<file path="src/rtl/apb_slave_mem_pkg.sv">
// Shared constants, FSM state encodings and address-check helper for the APB memory responder.
package apb_slave_mem_pkg;

  localparam int unsigned WAIT_CFG_WIDTH = 4;

  typedef logic [0:0] state_t;
  localparam state_t ST_IDLE   = 1'b0;
  localparam state_t ST_ACCESS = 1'b1;

  // Misaligned, below the window, or past the last word.
  function automatic logic addr_err(input logic [63:0] addr,
                                    input logic [63:0] base,
                                    input logic [63:0] depth);
    logic [63:0] off;
    off = addr - base;
    return (addr[1:0] != 2'b00) || (addr < base) || ((off >> 2) >= depth);
  endfunction

endpackage

</file>
<file path="src/rtl/apb_slave_wait_ctr.sv">
// Loadable wait-state down-counter; done is a registered flag that rises as the count reaches zero.
module apb_slave_wait_ctr
  import apb_slave_mem_pkg::*;
(
  input  logic                      clk_i,
  input  logic                      rst_i,
  input  logic                      load_i,
  input  logic [WAIT_CFG_WIDTH-1:0] load_val_i,
  input  logic                      dec_i,
  input  logic                      clr_i,
  output logic [WAIT_CFG_WIDTH-1:0] cnt_o,
  output logic                      done_o
);

  logic [WAIT_CFG_WIDTH-1:0] cnt_q, cnt_d;
  logic                      done_q, done_d;

  // Clear wins over load, load over decrement; decrement saturates at zero.
  always_comb begin
    cnt_d  = cnt_q;
    done_d = done_q;
    if (clr_i) begin
      cnt_d  = '0;
      done_d = 1'b0;
    end else if (load_i) begin
      cnt_d  = load_val_i;
      done_d = (load_val_i == '0);
    end else if (dec_i && (cnt_q != '0)) begin
      cnt_d  = cnt_q - WAIT_CFG_WIDTH'(1);
      done_d = (cnt_q == WAIT_CFG_WIDTH'(1));
    end
  end

  always_ff @(posedge clk_i) begin
    if (rst_i) begin
      cnt_q  <= '0;
      done_q <= 1'b0;
    end else begin
      cnt_q  <= cnt_d;
      done_q <= done_d;
    end
  end

  assign cnt_o  = cnt_q;
  assign done_o = done_q;

endmodule

</file>
<file path="src/rtl/apb_slave_mem_responder.sv">
// APB slave responder backed by a word-addressed register memory with programmable wait states.
// Define APB_SLAVE_MEM_RESPONDER_PROTOCOL_CHECK_EN to add the sticky prot_err protocol monitor.
module apb_slave_mem_responder
  import apb_slave_mem_pkg::*;
#(
  parameter int unsigned PADDR_WIDTH  = 32,
  parameter int unsigned PWDATA_WIDTH = 32,
  parameter int unsigned PRDATA_WIDTH = 32,
  parameter int unsigned DEPTH        = 16,
  parameter int unsigned BASE_ADDR    = 0
) (
  input  logic                      pclock,
  input  logic                      preset,
  input  logic [PADDR_WIDTH-1:0]    paddr,
  input  logic                      prwd,
  input  logic [PWDATA_WIDTH-1:0]   pwdata,
  input  logic                      psel,
  input  logic                      penable,
  input  logic [WAIT_CFG_WIDTH-1:0] wait_cfg,
  output logic [PRDATA_WIDTH-1:0]   prdata,
  output logic                      pready,
  output logic                      pslverr
`ifdef APB_SLAVE_MEM_RESPONDER_PROTOCOL_CHECK_EN
  ,
  output logic                      prot_err
`endif
);

  localparam int unsigned IDX_W = (DEPTH > 1) ? $clog2(DEPTH) : 1;

  state_t                    state_q, state_d;
  logic                      is_write_q, is_write_d;
  logic                      err_q, err_d;
  logic [IDX_W-1:0]          idx_q, idx_d;
  logic [PRDATA_WIDTH-1:0]   prdata_q, prdata_d;
  logic                      pslverr_q, pslverr_d;
  logic [PRDATA_WIDTH-1:0]   mem_q [DEPTH];

  logic                      setup_c;
  logic [IDX_W-1:0]          idx_now_c;
  logic                      err_now_c;
  logic                      ctr_load_c, ctr_dec_c, ctr_clr_c;
  logic                      commit_c;
  logic                      rise_c, rise_err_c, rise_write_c;
  logic [IDX_W-1:0]          rise_idx_c;
  logic [WAIT_CFG_WIDTH-1:0] ctr_cnt;
  logic                      ctr_done;

  assign setup_c   = psel && !penable;
  assign idx_now_c = IDX_W'((paddr - PADDR_WIDTH'(BASE_ADDR)) >> 2);
  assign err_now_c = addr_err(64'(paddr), 64'(BASE_ADDR), 64'(DEPTH));

  apb_slave_wait_ctr u_wait_ctr (
    .clk_i      (pclock),
    .rst_i      (preset),
    .load_i     (ctr_load_c),
    .load_val_i (wait_cfg),
    .dec_i      (ctr_dec_c),
    .clr_i      (ctr_clr_c),
    .cnt_o      (ctr_cnt),
    .done_o     (ctr_done)
  );

  // Next-state, transfer capture and response generation.
  always_comb begin
    state_d      = state_q;
    is_write_d   = is_write_q;
    err_d        = err_q;
    idx_d        = idx_q;
    prdata_d     = prdata_q;
    pslverr_d    = pslverr_q;
    ctr_load_c   = 1'b0;
    ctr_dec_c    = 1'b0;
    ctr_clr_c    = 1'b0;
    commit_c     = 1'b0;
    rise_c       = 1'b0;
    rise_err_c   = err_q;
    rise_write_c = is_write_q;
    rise_idx_c   = idx_q;

    case (state_q)
      ST_IDLE: begin
        if (setup_c) begin
          state_d      = ST_ACCESS;
          is_write_d   = prwd;
          err_d        = err_now_c;
          idx_d        = idx_now_c;
          ctr_load_c   = 1'b1;
          rise_c       = (wait_cfg == '0);
          rise_err_c   = err_now_c;
          rise_write_c = prwd;
          rise_idx_c   = idx_now_c;
        end
      end
      ST_ACCESS: begin
        if (!psel) begin
          state_d   = ST_IDLE;
          ctr_clr_c = 1'b1;
          prdata_d  = '0;
          pslverr_d = 1'b0;
        end else if (ctr_done) begin
          if (penable) begin
            state_d   = ST_IDLE;
            commit_c  = is_write_q && !err_q;
            ctr_clr_c = 1'b1;
            prdata_d  = '0;
            pslverr_d = 1'b0;
          end
        end else begin
          ctr_dec_c = 1'b1;
          rise_c    = (ctr_cnt == WAIT_CFG_WIDTH'(1));
        end
      end
      default: state_d = ST_IDLE;
    endcase

    // Response fields are loaded on the same edge that raises pready.
    if (rise_c) begin
      pslverr_d = rise_err_c;
      prdata_d  = (!rise_write_c && !rise_err_c) ? mem_q[rise_idx_c] : '0;
    end
  end

  always_ff @(posedge pclock) begin
    if (preset) begin
      state_q <= ST_IDLE;
    end else begin
      state_q <= state_d;
    end
  end

  always_ff @(posedge pclock) begin
    if (preset) begin
      is_write_q <= 1'b0;
      err_q      <= 1'b0;
      idx_q      <= '0;
      prdata_q   <= '0;
      pslverr_q  <= 1'b0;
      for (int i = 0; i < int'(DEPTH); i++) begin
        mem_q[i] <= '0;
      end
    end else begin
      is_write_q <= is_write_d;
      err_q      <= err_d;
      idx_q      <= idx_d;
      prdata_q   <= prdata_d;
      pslverr_q  <= pslverr_d;
      if (commit_c) begin
        mem_q[idx_q] <= PRDATA_WIDTH'(pwdata);
      end
    end
  end

  assign prdata  = prdata_q;
  assign pready  = ctr_done;
  assign pslverr = pslverr_q;

`ifdef APB_SLAVE_MEM_RESPONDER_PROTOCOL_CHECK_EN
  logic [PADDR_WIDTH-1:0]  paddr_q;
  logic [PWDATA_WIDTH-1:0] pwdata_q;
  logic                    prot_err_q;
  logic                    prot_viol_c;

  // Any strobe misuse or bus instability during a selected access phase.
  always_comb begin
    prot_viol_c = 1'b0;
    if (penable && !psel) begin
      prot_viol_c = 1'b1;
    end
    if ((state_q == ST_IDLE) && psel && penable) begin
      prot_viol_c = 1'b1;
    end
    if ((state_q == ST_ACCESS) && psel) begin
      if ((paddr != paddr_q) || (prwd != is_write_q) || (pwdata != pwdata_q)) begin
        prot_viol_c = 1'b1;
      end
      if (!penable) begin
        prot_viol_c = 1'b1;
      end
    end
  end

  always_ff @(posedge pclock) begin
    if (preset) begin
      prot_err_q <= 1'b0;
      paddr_q    <= '0;
      pwdata_q   <= '0;
    end else begin
      if (prot_viol_c) begin
        prot_err_q <= 1'b1;
      end
      if ((state_q == ST_IDLE) && setup_c) begin
        paddr_q  <= paddr;
        pwdata_q <= pwdata;
      end
    end
  end

  assign prot_err = prot_err_q;
`endif

endmodule

</file>
<file path="config.mk">
export PLATFORM = sky130hd
export DESIGN_NAME = apb_slave_mem_responder
export DESIGN_NICKNAME = d
export VERILOG_FILES = /design/src/rtl/apb_slave_mem_pkg.sv /design/src/rtl/apb_slave_wait_ctr.sv /design/src/rtl/apb_slave_mem_responder.sv
export SDC_FILE = /design/constraint.sdc
export NUM_CORES = 1
export LEC_CHECK = 0
export CAP_MARGIN = 30
export CORE_MARGIN = 3
export CORE_UTILIZATION = 24
export CTS_CLUSTER_SIZE = 30
export DETAILED_ROUTE_END_ITERATION = 16
export PLACE_DENSITY_LB_ADDON = 0.2
export SYNTH_ARGS = -nofsm -noshare
export SYNTH_HDL_FRONTEND = slang
export SYNTH_SLANG_ARGS = --single-unit
</file>
<file path="constraint.sdc">
create_clock -name pclock -period 4.78 [get_ports pclock]
set_clock_uncertainty 0.1 [all_clocks]
set_input_delay 0.717 -clock pclock [delete_from_list [all_inputs] [get_ports pclock]]
set_output_delay 0.717 -clock pclock [all_outputs]
set_load 0.01 [all_outputs]
</file>
==> impl_table.tex, run 1 <==
\begin{tabular}{lr}
\hline
Metric & Value \\
\hline
\multicolumn{2}{l}{\textbf{GRT}} \\
Via count of the first global-routing pass & 17,000 \\
Global-route wire length before repair & 128 mm \\
Maximum number of pins on one net before global-route repair & 97 \\
Antenna violations before repair & 12 \\
Total global routing track utilization & 16.5\% \\
Aggregate global routing overflow & 0 \\
\multicolumn{2}{l}{\textbf{Critical path}} \\
Arrival time reported for the critical path endpoint & 3.93 ns \\
Critical path endpoint category & flop \\
Flop-to-flop setup slack & 1.52 ns \\
Worst setup path class & input port to flop \\
Biggest fanout along the worst timing path & 56 \\
Sort of element at the start of the critical path & input port \\
Largest incremental delay on the critical path & 0.66 ns \\
CP Data Required Time & 5.17 ns \\
Critical-path cell with the highest stage delay & sky130\_fd\_sc\_hd\_\_mux2\_8 \\
Cell breakdown of the critical path & clkdlybuf4s50\_1 -> or3b\_1 -> mux2\_8 -> nand2\_1 -> o221ai\_1 -> a31oi\_1 -> o31ai\_1 \\
\multicolumn{2}{l}{\textbf{Synth}} \\
YS warnings & 0 \\
Number of flops mapped to enable cells by yosys & 512 \\
Dominant synthesized flop cell & sky130\_fd\_sc\_hd\_\_edfxtp\_1 \\
Number of distinct standard cells referenced by the synthesized netlist & 45 \\
Average size of a mapped cell & 11.8 µm² \\
Register bit total from synthesis & 557 \\
Fraction of registers with async set or reset after synthesis & 0\% \\
Post-synthesis instance total & 2,141 \\
Sequential-to-total area share from yosys stat & 64.4\% \\
Synthesized net count & 2,216 \\
Post-synthesis cell area & 25,300 µm² \\
\multicolumn{2}{l}{\textbf{Clock tree}} \\
Clock network latency to the later pin of the worst-skew pair & 0.60 ns \\
Setup bufs post-CTS & 0 \\
CTS tree & done \\
CTS Root Cell & sky130\_fd\_sc\_hd\_\_clkbuf\_16 \\
Number of H-tree levels & 3 \\
Number of gates resized after CTS & 0 \\
Hold buffer count at CTS & 0 \\
Maximum count of clock buffers along a single path & 3 \\
Total number of clock tree sinks & 557 \\
Clock slew at the register clock pins of the worst setup and hold paths & 0.06 ns \\
Number of buffers added by the clock tree synthesis step & 66 \\
\multicolumn{2}{l}{\textbf{Run}} \\
Reported max-cap violation count & 0 \\
\multicolumn{2}{l}{\textbf{Timing}} \\
Transition time at the pin with the least slew margin & 0.890 ns \\
Accumulated negative setup slack & 0 ns \\
Peak Freq & 0.282 GHz \\
Count of pins over their slew limit & 0 \\
Slew HR & 40.5\% \\
Period minus WS final & 3.54 ns \\
Unrepaired setup endpoints after global routing & no \\
Count of final setup violators & 0 \\
Fraction of the cycle the final worst path needs & 74.1\% \\
Count of endpoints failing hold in the final timing report & 0 \\
\multicolumn{2}{l}{\textbf{Drt}} \\
Wire length per cell & 24.9 µm \\
DRC violations left & 0 \\
Routed vias & 17,100 \\
Average via count per standard cell & 4.70 \\
Remaining antenna violation count & 0 \\
Iter 0 DRT Violations & 1,553 \\
1st-pass router iterations & 5 \\
Final WL & 90.8 mm \\
\multicolumn{2}{l}{\textbf{Outcome}} \\
Run status & complete, no violations \\
\multicolumn{2}{l}{\textbf{Layout}} \\
Number of nets in the layout & 2,281 \\
Area taken by multi-input logic gates & 8410 µm² \\
Final cell count without fillers & 3,644 \\
\# fillers & 10,600 \\
Layout overhead on the synthesized area & 20.0\% \\
Sequential standard cell area & 16,300 µm² \\
Fraction of final layout cells with drive strength greater than 1 & 9.39\% \\
\multicolumn{2}{l}{\textbf{Die}} \\
Core Area & 104,000 µm² \\
Initial standard-cell utilization of the core & 24.3\% \\
Number of standard-cell rows in the floorplan & 118 \\
Width of the die & 330 µm \\
Die Outline Area & 109,000 µm² \\
IO Count & 107 \\
Overall die height & 330 µm \\
\multicolumn{2}{l}{\textbf{Placed design}} \\
Final HPWL from detailed placement & 50.9 mm \\
Number of placed cells counting well taps & 3,518 \\
Final weighted congestion in routability-driven placement & 0.765 \\
Number of port buffers & 106 \\
\multicolumn{2}{l}{\textbf{Power}} \\
Leakage power total & 10.8 nW \\
Pwr dens & 373 nW/µm² \\
Maximum resistive drop on vdd & 0.225 mV \\
\multicolumn{2}{l}{\textbf{Hold path}} \\
Path category of the worst min-delay check & flop to flop \\
\hline
\end{tabular}
-- layer usage --
layer	GRT usage [%]	up-vias	wire, µm
li1	-	7716	-
met1	22.3	8850	40100
met2	27.9	457	44300
met3	2.01	99	4760
met4	4.25	2	1690
met5	0	-	13
-- worst paths after layout --
path                                 start    endpoint  cells past startpoint
worst max-delay path                  psel  prdata[26]                      7
worst min-delay path            prdata[25]  prdata[25]                      2
worst max register to register     state_q  prdata[26]                      6
worst min register to register  prdata[25]  prdata[25]                      2
-- cells by family (layout without fill, tap and decap cells) --
group	Yosys count	after routing	synth area share, %
xor gates and xnor gates	1	1	0.0347
other	0	6	0
adders and majority gates	2	2	0.0991
and+or+nand+nor	1110	1110	23.1
buffers and inverters	180	297	2.85
muxes	76	76	3.09
AOI/OAI and AO/OA	215	215	6.36
DFF	557	557	64.4
-- area by class of cell --
cell class	instances	share of cell area, %
Clock buffer	105	6.50
Sequential cell	557	53.7
Clock inverter	15	0.359
Inverter	2	0.0248
Multi-Input combinational cell	1404	27.7
Antenna cell	6	0.0495
Tap cell	1380	5.69
Timing Repair Buffer	175	5.95
-- synthesized netlist by cell type, types with 2 or more instances --
master / n / area, µm²
sky130_fd_sc_hd__o221a_2: 2 / 22.5
sky130_fd_sc_hd__a31oi_1: 33 / 206
sky130_fd_sc_hd__clkbuf_1: 140 / 526
sky130_fd_sc_hd__mux2_2: 5 / 56.3
sky130_fd_sc_hd__nand4_1: 3 / 18.8
sky130_fd_sc_hd__nor2_1: 23 / 86.3
sky130_fd_sc_hd__o221ai_1: 32 / 280
sky130_fd_sc_hd__buf_2: 32 / 160
sky130_fd_sc_hd__nand2_1: 358 / 1340
sky130_fd_sc_hd__nor2b_1: 8 / 50.1
sky130_fd_sc_hd__and2_0: 15 / 93.8
sky130_fd_sc_hd__edfxtp_1: 512 / 15400
sky130_fd_sc_hd__a211oi_1: 41 / 308
sky130_fd_sc_hd__nand3b_1: 2 / 15.0
sky130_fd_sc_hd__nand4b_1: 2 / 17.5
sky130_fd_sc_hd__nor4_1: 11 / 68.8
sky130_fd_sc_hd__dfxtp_1: 45 / 901
sky130_fd_sc_hd__a311o_1: 31 / 310
sky130_fd_sc_hd__a21oi_1: 36 / 180
sky130_fd_sc_hd__o21ai_0: 2 / 10.0
sky130_fd_sc_hd__nor3_1: 6 / 30.0
sky130_fd_sc_hd__o31ai_1: 32 / 240
sky130_fd_sc_hd__ha_1: 2 / 25.0
sky130_fd_sc_hd__nand3_1: 125 / 626
sky130_fd_sc_hd__mux2i_1: 69 / 691
sky130_fd_sc_hd__nand2b_1: 5 / 31.3
sky130_fd_sc_hd__and2_1: 531 / 3320
sky130_fd_sc_hd__or2_2: 16 / 100
sky130_fd_sc_hd__inv_1: 2 / 7.51
sky130_fd_sc_hd__buf_1: 5 / 18.8
-- flip-flops by register name (all words and copies together), names as in the netlist --
register           flops
err_q                  1
idx_q                  4
is_write_q             1
mem_q                512
prdata                32
pslverr                1
state_q                1
u_wait_ctr.cnt_o       4
u_wait_ctr.done_o      1
-- critical path: cells and delay by family --
kind / cells / cell delay [ns]
compound gates: 3 / 0.77
buf+inv: 1 / 0.53
mux: 1 / 0.66
simple gates: 2 / 1.25
-- power by group --
part           internal (mW)  switching [mW]
Sequential              5.46          0.0525
Combinational          0.262           0.623
Clock                   2.89            2.02
Total                   8.60            2.70
-- metrics by stage --
stage / setup WS (ns) / total power, mW / instance area, µm² / hold slack, ns / utilization (%)
finish: 1.24 / 11.3 / 30300 / 0.366 / 29.2
global route: 1.05 / 11.7 / 30300 / 0.399 / 29.2
floorplan: 1.78 / 6.04 / 25300 / 0.377 / -
global placement: 0.580 / 6.49 / 28200 / 0.356 / 27.1
CTS: 1.22 / 11.4 / 30300 / 0.365 / 29.2
detailed placement: 0.568 / 6.50 / 28200 / 0.355 / 27.2
-- cells in the final DEF (no fill, tap or decap), types with 11 or more instances in the layout --
cell type                         instances
sky130_fd_sc_hd__a211oi_1                41
sky130_fd_sc_hd__a21oi_1                 36
sky130_fd_sc_hd__a311o_1                 31
sky130_fd_sc_hd__a31oi_1                 32
sky130_fd_sc_hd__and2_0                  15
sky130_fd_sc_hd__and2_1                 530
sky130_fd_sc_hd__buf_12                  18
sky130_fd_sc_hd__buf_4                   51
sky130_fd_sc_hd__clkbuf_1                25
sky130_fd_sc_hd__clkbuf_16               69
sky130_fd_sc_hd__clkbuf_8                11
sky130_fd_sc_hd__clkdlybuf4s50_1        106
sky130_fd_sc_hd__dfxtp_1                 45
sky130_fd_sc_hd__edfxtp_1               512
sky130_fd_sc_hd__mux2i_1                 66
sky130_fd_sc_hd__nand2_1                358
sky130_fd_sc_hd__nand3_1                125
sky130_fd_sc_hd__nor4_1                  11
sky130_fd_sc_hd__o221ai_1                32
sky130_fd_sc_hd__o31ai_1                 32
sky130_fd_sc_hd__or2_2                   16
Power figures use the tool's default switching activity.
==> inputs of run 2 (changes only) <==
==> constraint.sdc (replaced) <==
create_clock -name pclock -period 3.5 [get_ports pclock]
set_clock_uncertainty 0.1 [all_clocks]
set_input_delay 0.525 -clock pclock [delete_from_list [all_inputs] [get_ports pclock]]
set_output_delay 0.525 -clock pclock [all_outputs]
set_load 0.01 [all_outputs]
==> run 2 against run 1 <==
Against the previous run: combinational power rose by 47%; utilization up 0.54 points; critical path type unchanged; global-route usage is 0.14 points lower; total power rose by 36%; worst setup slack worse by 0.59 ns; non-clock buffer count up 46; clock power rose by 34%; largest cell class unchanged; count of clock-buffer cells in the layout shrank 13.
==> impl_table.tex, run 2 (synthesis gave the netlist of run 1 again) <==
\begin{tabular}{lr}
\hline
Metric & Value \\
\hline
\multicolumn{2}{l}{\textbf{Outcome}} \\
Run status & complete, no violations \\
\multicolumn{2}{l}{\textbf{Die}} \\
IO Count & 107 (unchanged) \\
Width of the die & 330 µm (unchanged) \\
Overall die height & 330 µm (unchanged) \\
Die Outline Area & 109,000 µm² (unchanged) \\
Number of standard-cell rows in the floorplan & 118 (unchanged) \\
Initial standard-cell utilization of the core & 24.3\% (unchanged) \\
Core Area & 104,000 µm² (unchanged) \\
\multicolumn{2}{l}{\textbf{Layout}} \\
Fraction of final layout cells with drive strength greater than 1 & 11.0\% (+1.6 points) \\
\# fillers & 10,600 (-0.55\%) \\
Most common cell after layout, fill and taps aside & sky130\_fd\_sc\_hd\_\_and2\_1 \\
Number of nets in the layout & 2,327 (+2.0\%) \\
Fraction of the core area covered by cells at the end of the flow & 29.7\% (+0.54 points) \\
Register with the most flip-flops & mem\_q \\
Max FFs per register & 512 (unchanged) \\
Highest-count cells in the layout ignoring fill and taps & sky130\_fd\_sc\_hd\_\_and2\_1, sky130\_fd\_sc\_hd\_\_edfxtp\_1, sky130\_fd\_sc\_hd\_\_nand2\_1 \\
Final cell count without fillers & 3,684 (+1.1\%) \\
Layout overhead on the synthesized area & 22.3\% \\
\multicolumn{2}{l}{\textbf{Timing}} \\
Period minus WS final & 2.85 ns \\
Transition time at the pin with the least slew margin & 0.814 ns (-0.0756 ns) \\
Count of pins over their slew limit & 0 (unchanged) \\
Count of final setup violators & 0 (unchanged) \\
Slew HR & 45.6\% (+5.1 points) \\
Count of endpoints failing hold in the final timing report & 0 (unchanged) \\
Unrepaired setup endpoints after global routing & no \\
Fraction of the cycle the final worst path needs & 81.3\% \\
Peak Freq & 0.351 GHz \\
Final hold slack & 0.368 ns (+0.00124 ns) \\
Accumulated negative setup slack & 0 ns (unchanged) \\
\multicolumn{2}{l}{\textbf{Clock tree}} \\
Setup bufs post-CTS & 0 (unchanged) \\
Total number of clock tree sinks & 557 (unchanged) \\
Clock slew at the register clock pins of the worst setup and hold paths & 0.06 ns (about the same) \\
CTS Root Cell & sky130\_fd\_sc\_hd\_\_clkbuf\_16 \\
Clock network latency to the later pin of the worst-skew pair & 0.60 ns (about the same) \\
Hold buffer count at CTS & 0 (unchanged) \\
Number of H-tree levels & 3 (unchanged) \\
Maximum count of clock buffers along a single path & 3 (unchanged) \\
Number of gates resized after CTS & 0 (unchanged) \\
CTS tree & done \\
Number of buffers added by the clock tree synthesis step & 66 (unchanged) \\
\multicolumn{2}{l}{\textbf{Drt}} \\
Remaining antenna violation count & 0 (unchanged) \\
DRC violations left & 0 (unchanged) \\
Average via count per standard cell & 4.64 (-1.2\%) \\
Final WL & 89.5 mm (-1.5\%) \\
Routed vias & 17,100 (-0.13\%) \\
Wire length per cell & 24.3 µm (-2.5\%) \\
Iter 0 DRT Violations & 1,483 (-4.5\%) \\
1st-pass router iterations & 5 (unchanged) \\
\multicolumn{2}{l}{\textbf{Critical path}} \\
CP Data Required Time & 3.88 ns (-1.29 ns) \\
Arrival time reported for the critical path endpoint & 3.23 ns (-0.70 ns) \\
Largest incremental delay on the critical path & 0.56 ns (-0.10 ns) \\
Sort of element at the start of the critical path & input port \\
Critical-path cell with the highest stage delay & sky130\_fd\_sc\_hd\_\_or3b\_1 \\
Worst setup path class & input port to flop \\
Cell breakdown of the critical path & clkdlybuf4s50\_1 -> or3b\_1 -> buf\_4 -> mux2i\_4 -> nand2\_1 -> buf\_4 -> o221ai\_1 -> a31oi\_1 -> o31ai\_1 \\
CP most frequent cell & sky130\_fd\_sc\_hd\_\_buf\_4 \\
Number of cell instances on the worst register-to-register path & 8 (+2) \\
Start of the worst register-to-register path & state\_q \\
RR Endpoint & prdata[27] \\
Biggest fanout along the worst timing path & 9 (-84\%) \\
Critical path endpoint category & flop \\
Flop-to-flop setup slack & 0.68 ns (-0.84 ns) \\
\multicolumn{2}{l}{\textbf{GRT}} \\
Global-route wire length before repair & 128 mm (-0.53\%) \\
Antenna violations before repair & 6 (-6) \\
Met1 usage in global routing & 22.0\% (-0.24 points) \\
Global-route track usage on met2 & 27.1\% (-0.89 points) \\
Maximum number of pins on one net before global-route repair & 52 (-46\%) \\
Total global routing track utilization & 16.3\% (-0.14 points) \\
Global routing's busiest layer & met2 \\
Via count of the first global-routing pass & 17,200 (+1.4\%) \\
Aggregate global routing overflow & 0 (unchanged) \\
Met3 track utilization from global routing & 2.08\% (+0.072 points) \\
\multicolumn{2}{l}{\textbf{Hold path}} \\
Hold endpoint & prdata[25] \\
Instance count along the most critical hold path & 2 (unchanged) \\
Startpoint of the lowest-slack hold path & prdata[25] \\
Path category of the worst min-delay check & flop to flop \\
\multicolumn{2}{l}{\textbf{Placed design}} \\
Final HPWL from detailed placement & 55.2 mm (+8.5\%) \\
Number of port buffers & 106 (unchanged) \\
Final weighted congestion in routability-driven placement & 0.774 (+1.2\%) \\
Number of placed cells counting well taps & 3,564 (+1.3\%) \\
\multicolumn{2}{l}{\textbf{Power}} \\
Pwr dens & 499 nW/µm² (+34\%) \\
Leakage power total & 11.1 nW (+2.8\%) \\
Maximum resistive drop on vdd & 0.298 mV (+33\%) \\
Power after layout & 15.4 mW (+36\%) \\
\multicolumn{2}{l}{\textbf{Run}} \\
Reported max-cap violation count & 0 (unchanged) \\
\hline
\end{tabular}
run 2: report_power, final:
group          leakage, nW  total [mW]  switching (mW)  internal [mW]
Sequential            5.65        7.52          0.0743           7.45
Combinational         4.41        1.30           0.865          0.437
Clock                0.996        6.60            2.74           3.86
Total                 11.1        15.4            3.68           11.7
run 2: how the worst max path moves through the flow:
| stage | slack, ns | from | to |
|---|---|---|---|
| 2_1_floorplan | 0.69 | psel | mem_q[0][0] |
| 3_3_place_gp | 0.05 | psel | prdata[15] |
| 3_5_place_dp | 0.01 | psel | prdata[15] |
| 4_1_cts | 0.65 | state_q | prdata[27] |
| 5_1_grt | 0.57 | state_q | prdata[27] |
| 6_report | 0.65 | psel | prdata[27] |
run 2: cell type report:
| cell class | count | area, µm² | area share [%] |
|---|---|---|---|
| antenna | 3 | 7.51 | 0.0243 |
| timing repair buffer | 221 | 2410 | 7.81 |
| sequential | 557 | 16300 | 52.7 |
| tap | 1380 | 1730 | 5.59 |
| clock buffer | 92 | 1860 | 6.03 |
| clock inverter | 25 | 175 | 0.567 |
| inverter | 2 | 7.51 | 0.0243 |
| multi-input combinational | 1404 | 8410 | 27.2 |
run 2: routing by layer:
layer	vias to the layer above	part of all wire, %
met5	-	0
met4	0	3.0
met3	123	5.4
met2	509	48
met1	8681	44
li1	7789	-
run 2: critical path: cells and delay by family:
kind                   cells  cell delay, ns
buffers and inverters      3            0.96
AND/OR/NAND/NOR            2            0.73
AO/OA/AOI/OAI              3            0.69
multiplexers               1            0.31
run 2: stage by stage:
stage | worst slack [ns] | instance area (µm²)
final | 0.653 | 30900
after global routing | 0.570 | 30900
after CTS | 0.652 | 30900
after detailed placement | 0.0103 | 28800
after global placement | 0.0479 | 28800
after floorplan | 0.693 | 25300
==> inputs of run 3 (changes only) <==
==> constraint.sdc (replaced) <==
create_clock -name pclock -period 2.7 [get_ports pclock]
set_clock_uncertainty 0.1 [all_clocks]
set_input_delay 0.405 -clock pclock [delete_from_list [all_inputs] [get_ports pclock]]
set_output_delay 0.405 -clock pclock [all_outputs]
set_load 0.01 [all_outputs]
==> run 3 against run 2 <==
Against the previous run: via count grew 0.90%; clock power grew 26%; combinational power grew 40%; cell area grew 2.6%; sequential power grew 30%; utilization grew 0.77 points; register-to-register slack lost 0.60 ns; critical endpoint is now prdata[13]; largest power group unchanged.
==> impl_table.tex, run 3 (synthesis gave the netlist of run 1 again) <==
\begin{tabular}{lr}
\hline
Metric & Value \\
\hline
\multicolumn{2}{l}{\textbf{Timing}} \\
Count of pins over their slew limit & 0 (unchanged) \\
Transition time at the pin with the least slew margin & 0.839 ns (+0.0250 ns) \\
Count of endpoints failing hold in the final timing report & 0 (unchanged) \\
Unrepaired setup endpoints after global routing & no \\
Fraction of the cycle the final worst path needs & 97.2\% \\
Count of final setup violators & 0 (unchanged) \\
Peak Freq & 0.381 GHz \\
Final hold slack & 0.317 ns (-0.0506 ns) \\
Slew HR & 43.9\% (-1.8 points) \\
Period minus WS final & 2.62 ns \\
\multicolumn{2}{l}{\textbf{Die}} \\
Width of the die & 330 µm (unchanged) \\
Initial standard-cell utilization of the core & 24.3\% (unchanged) \\
IO Count & 107 (unchanged) \\
Die Outline Area & 109,000 µm² (unchanged) \\
Overall die height & 330 µm (unchanged) \\
Number of standard-cell rows in the floorplan & 118 (unchanged) \\
Core Area & 104,000 µm² (unchanged) \\
\multicolumn{2}{l}{\textbf{Drt}} \\
Wire length per cell & 23.5 µm (-3.1\%) \\
1st-pass router iterations & 5 (unchanged) \\
Final WL & 88.4 mm (-1.2\%) \\
Average via count per standard cell & 4.60 (-1.0\%) \\
Remaining antenna violation count & 0 (unchanged) \\
Iter 0 DRT Violations & 1,306 (-12\%) \\
DRC violations left & 0 (unchanged) \\
Routed vias & 17,300 (+0.90\%) \\
\multicolumn{2}{l}{\textbf{Critical path}} \\
Largest incremental delay on the critical path & 0.41 ns (-0.15 ns) \\
Buffers and inverters on the worst path & 3 (unchanged) \\
Critical-path cell with the highest stage delay & sky130\_fd\_sc\_hd\_\_or3b\_4 \\
Timing startpoint of the critical path & state\_q \\
Arrival time reported for the critical path endpoint & 3.03 ns (-0.20 ns) \\
Largest delay share family, worst path & compound AO/OA/AOI/OAI gates \\
CP Data Required Time & 3.10 ns (-0.78 ns) \\
Start of the worst register-to-register path & state\_q \\
Worst setup path class & flop to flop \\
Biggest fanout along the worst timing path & 27 (+18) \\
Critical path endpoint category & flop \\
Cell breakdown of the critical path & or3b\_4 -> buf\_6 -> mux2\_8 -> buf\_4 -> buf\_12 -> mux2i\_1 -> o221ai\_1 -> a31oi\_1 -> o31ai\_1 \\
Sort of element at the start of the critical path & flop \\
\multicolumn{2}{l}{\textbf{Placed design}} \\
Final weighted congestion in routability-driven placement & 0.774 (about the same) \\
Final HPWL from detailed placement & 57.9 mm (+4.8\%) \\
Number of port buffers & 106 (unchanged) \\
\multicolumn{2}{l}{\textbf{Layout}} \\
Highest-count cells in the layout ignoring fill and taps & sky130\_fd\_sc\_hd\_\_and2\_1, sky130\_fd\_sc\_hd\_\_edfxtp\_1, sky130\_fd\_sc\_hd\_\_nand2\_1 \\
Max FFs per register & 512 (unchanged) \\
Number of nets in the layout & 2,396 (+3.0\%) \\
Fraction of the core area covered by cells at the end of the flow & 30.5\% (+0.77 points) \\
Layout overhead on the synthesized area & 25.4\% \\
Register with the most flip-flops & mem\_q \\
Fraction of final layout cells with drive strength greater than 1 & 14.2\% (+3.1 points) \\
Most common cell after layout, fill and taps aside & sky130\_fd\_sc\_hd\_\_and2\_1 \\
\multicolumn{2}{l}{\textbf{GRT}} \\
Total global routing track utilization & 16.2\% (-0.17 points) \\
Global-route wire length before repair & 128 mm (+0.24\%) \\
Maximum number of pins on one net before global-route repair & 34 (-35\%) \\
Via count of the first global-routing pass & 17,600 (+2.5\%) \\
Antenna violations before repair & 11 (+5) \\
Aggregate global routing overflow & 0 (unchanged) \\
\multicolumn{2}{l}{\textbf{Clock tree}} \\
Number of buffers added by the clock tree synthesis step & 61 (-7.6\%) \\
Total number of clock tree sinks & 557 (unchanged) \\
CTS Root Cell & sky130\_fd\_sc\_hd\_\_clkbuf\_16 \\
Clock network latency to the later pin of the worst-skew pair & 0.64 ns (+0.04 ns) \\
CTS tree & done \\
Clock slew at the register clock pins of the worst setup and hold paths & 0.06 ns (about the same) \\
Maximum count of clock buffers along a single path & 3 (unchanged) \\
Number of H-tree levels & 2 (-1) \\
\multicolumn{2}{l}{\textbf{Run}} \\
Reported max-cap violation count & 0 (unchanged) \\
\multicolumn{2}{l}{\textbf{Hold path}} \\
Startpoint of the lowest-slack hold path & wait\_cfg[2] \\
Path category of the worst min-delay check & input port to flop \\
\multicolumn{2}{l}{\textbf{Power}} \\
Pwr dens & 628 nW/µm² (+26\%) \\
Maximum resistive drop on vdd & 0.489 mV (+64\%) \\
Leakage power total & 11.5 nW (+4.1\%) \\
\multicolumn{2}{l}{\textbf{Outcome}} \\
Run status & complete, no violations \\
\hline
\end{tabular}
-- run 3: path summary, 6_finish.rpt --
kind	cells past startpoint	slack (ns)	end
worst min-delay path	3	0.32	u_wait_ctr.cnt_o[2]
worst min register to register	2	0.36	prdata[24]
worst max-delay path	9	0.08	prdata[13]
worst max register to register	9	0.08	prdata[13]
-- run 3: worst reg2reg max path, stage by stage, from the launching register on --
cell and delay (ns):
sky130_fd_sc_hd__dfxtp_1 0.32, sky130_fd_sc_hd__or3b_4 0.41, sky130_fd_sc_hd__buf_6 0.16, sky130_fd_sc_hd__mux2_8 0.40, sky130_fd_sc_hd__buf_4 0.17, sky130_fd_sc_hd__buf_12 0.16, sky130_fd_sc_hd__mux2i_1 0.20, sky130_fd_sc_hd__o221ai_1 0.13
sky130_fd_sc_hd__a31oi_1 0.33, sky130_fd_sc_hd__o31ai_1 0.14
-- run 3: routing by layer --
| layer | vias to the layer above | wire length, µm | track usage, % |
|---|---|---|---|
| li1 | 7928 | - | - |
| met1 | 8886 | 40400 | 22.4 |
| met2 | 346 | 42400 | 27.0 |
| met3 | 96 | 3700 | 1.95 |
| met4 | 0 | 1900 | 3.90 |
| met5 | - | 0 | 0 |
-- run 3: timing repair --
action / 4_1_cts / 5_1_grt
hold buffers: 0 / 0
resized for setup: 0 / 7
buffers inserted: 0 / 1
endpoints found under the setup margin: 0 / 11
-- run 3: final cells by class --
class,instances,area [µm²]
clock buffer,88,1770
clock inverter,26,218
fill,10600,72300
inverter,2,7.51
antenna,3,7.51
timing repair buffer,295,3250
multi-input combinational,1404,8420
tap,1380,1730
sequential,557,16300
-- run 3: metrics by stage --
stage	power [mW]	setup TNS (ns)	area, µm²	cells	setup slack (ns)
6_report	19.9	0	31700	3755	0.0752
5_1_grt	20.6	0	31700	3752	0.0151
4_1_cts	20.1	0	31600	3751	0.0398
3_5_place_dp	11.8	-208.32	29600	3637	-0.565
3_3_place_gp	11.7	-212.49	29600	3637	-0.577
2_1_floorplan	10.7	0	25300	2141	0.0131
-- run 3: power by group --
group,switching (mW),internal (mW),leakage [nW]
combinational,1.15,0.671,4.87
clock,3.52,4.81,0.991
sequential,0.0855,9.65,5.65
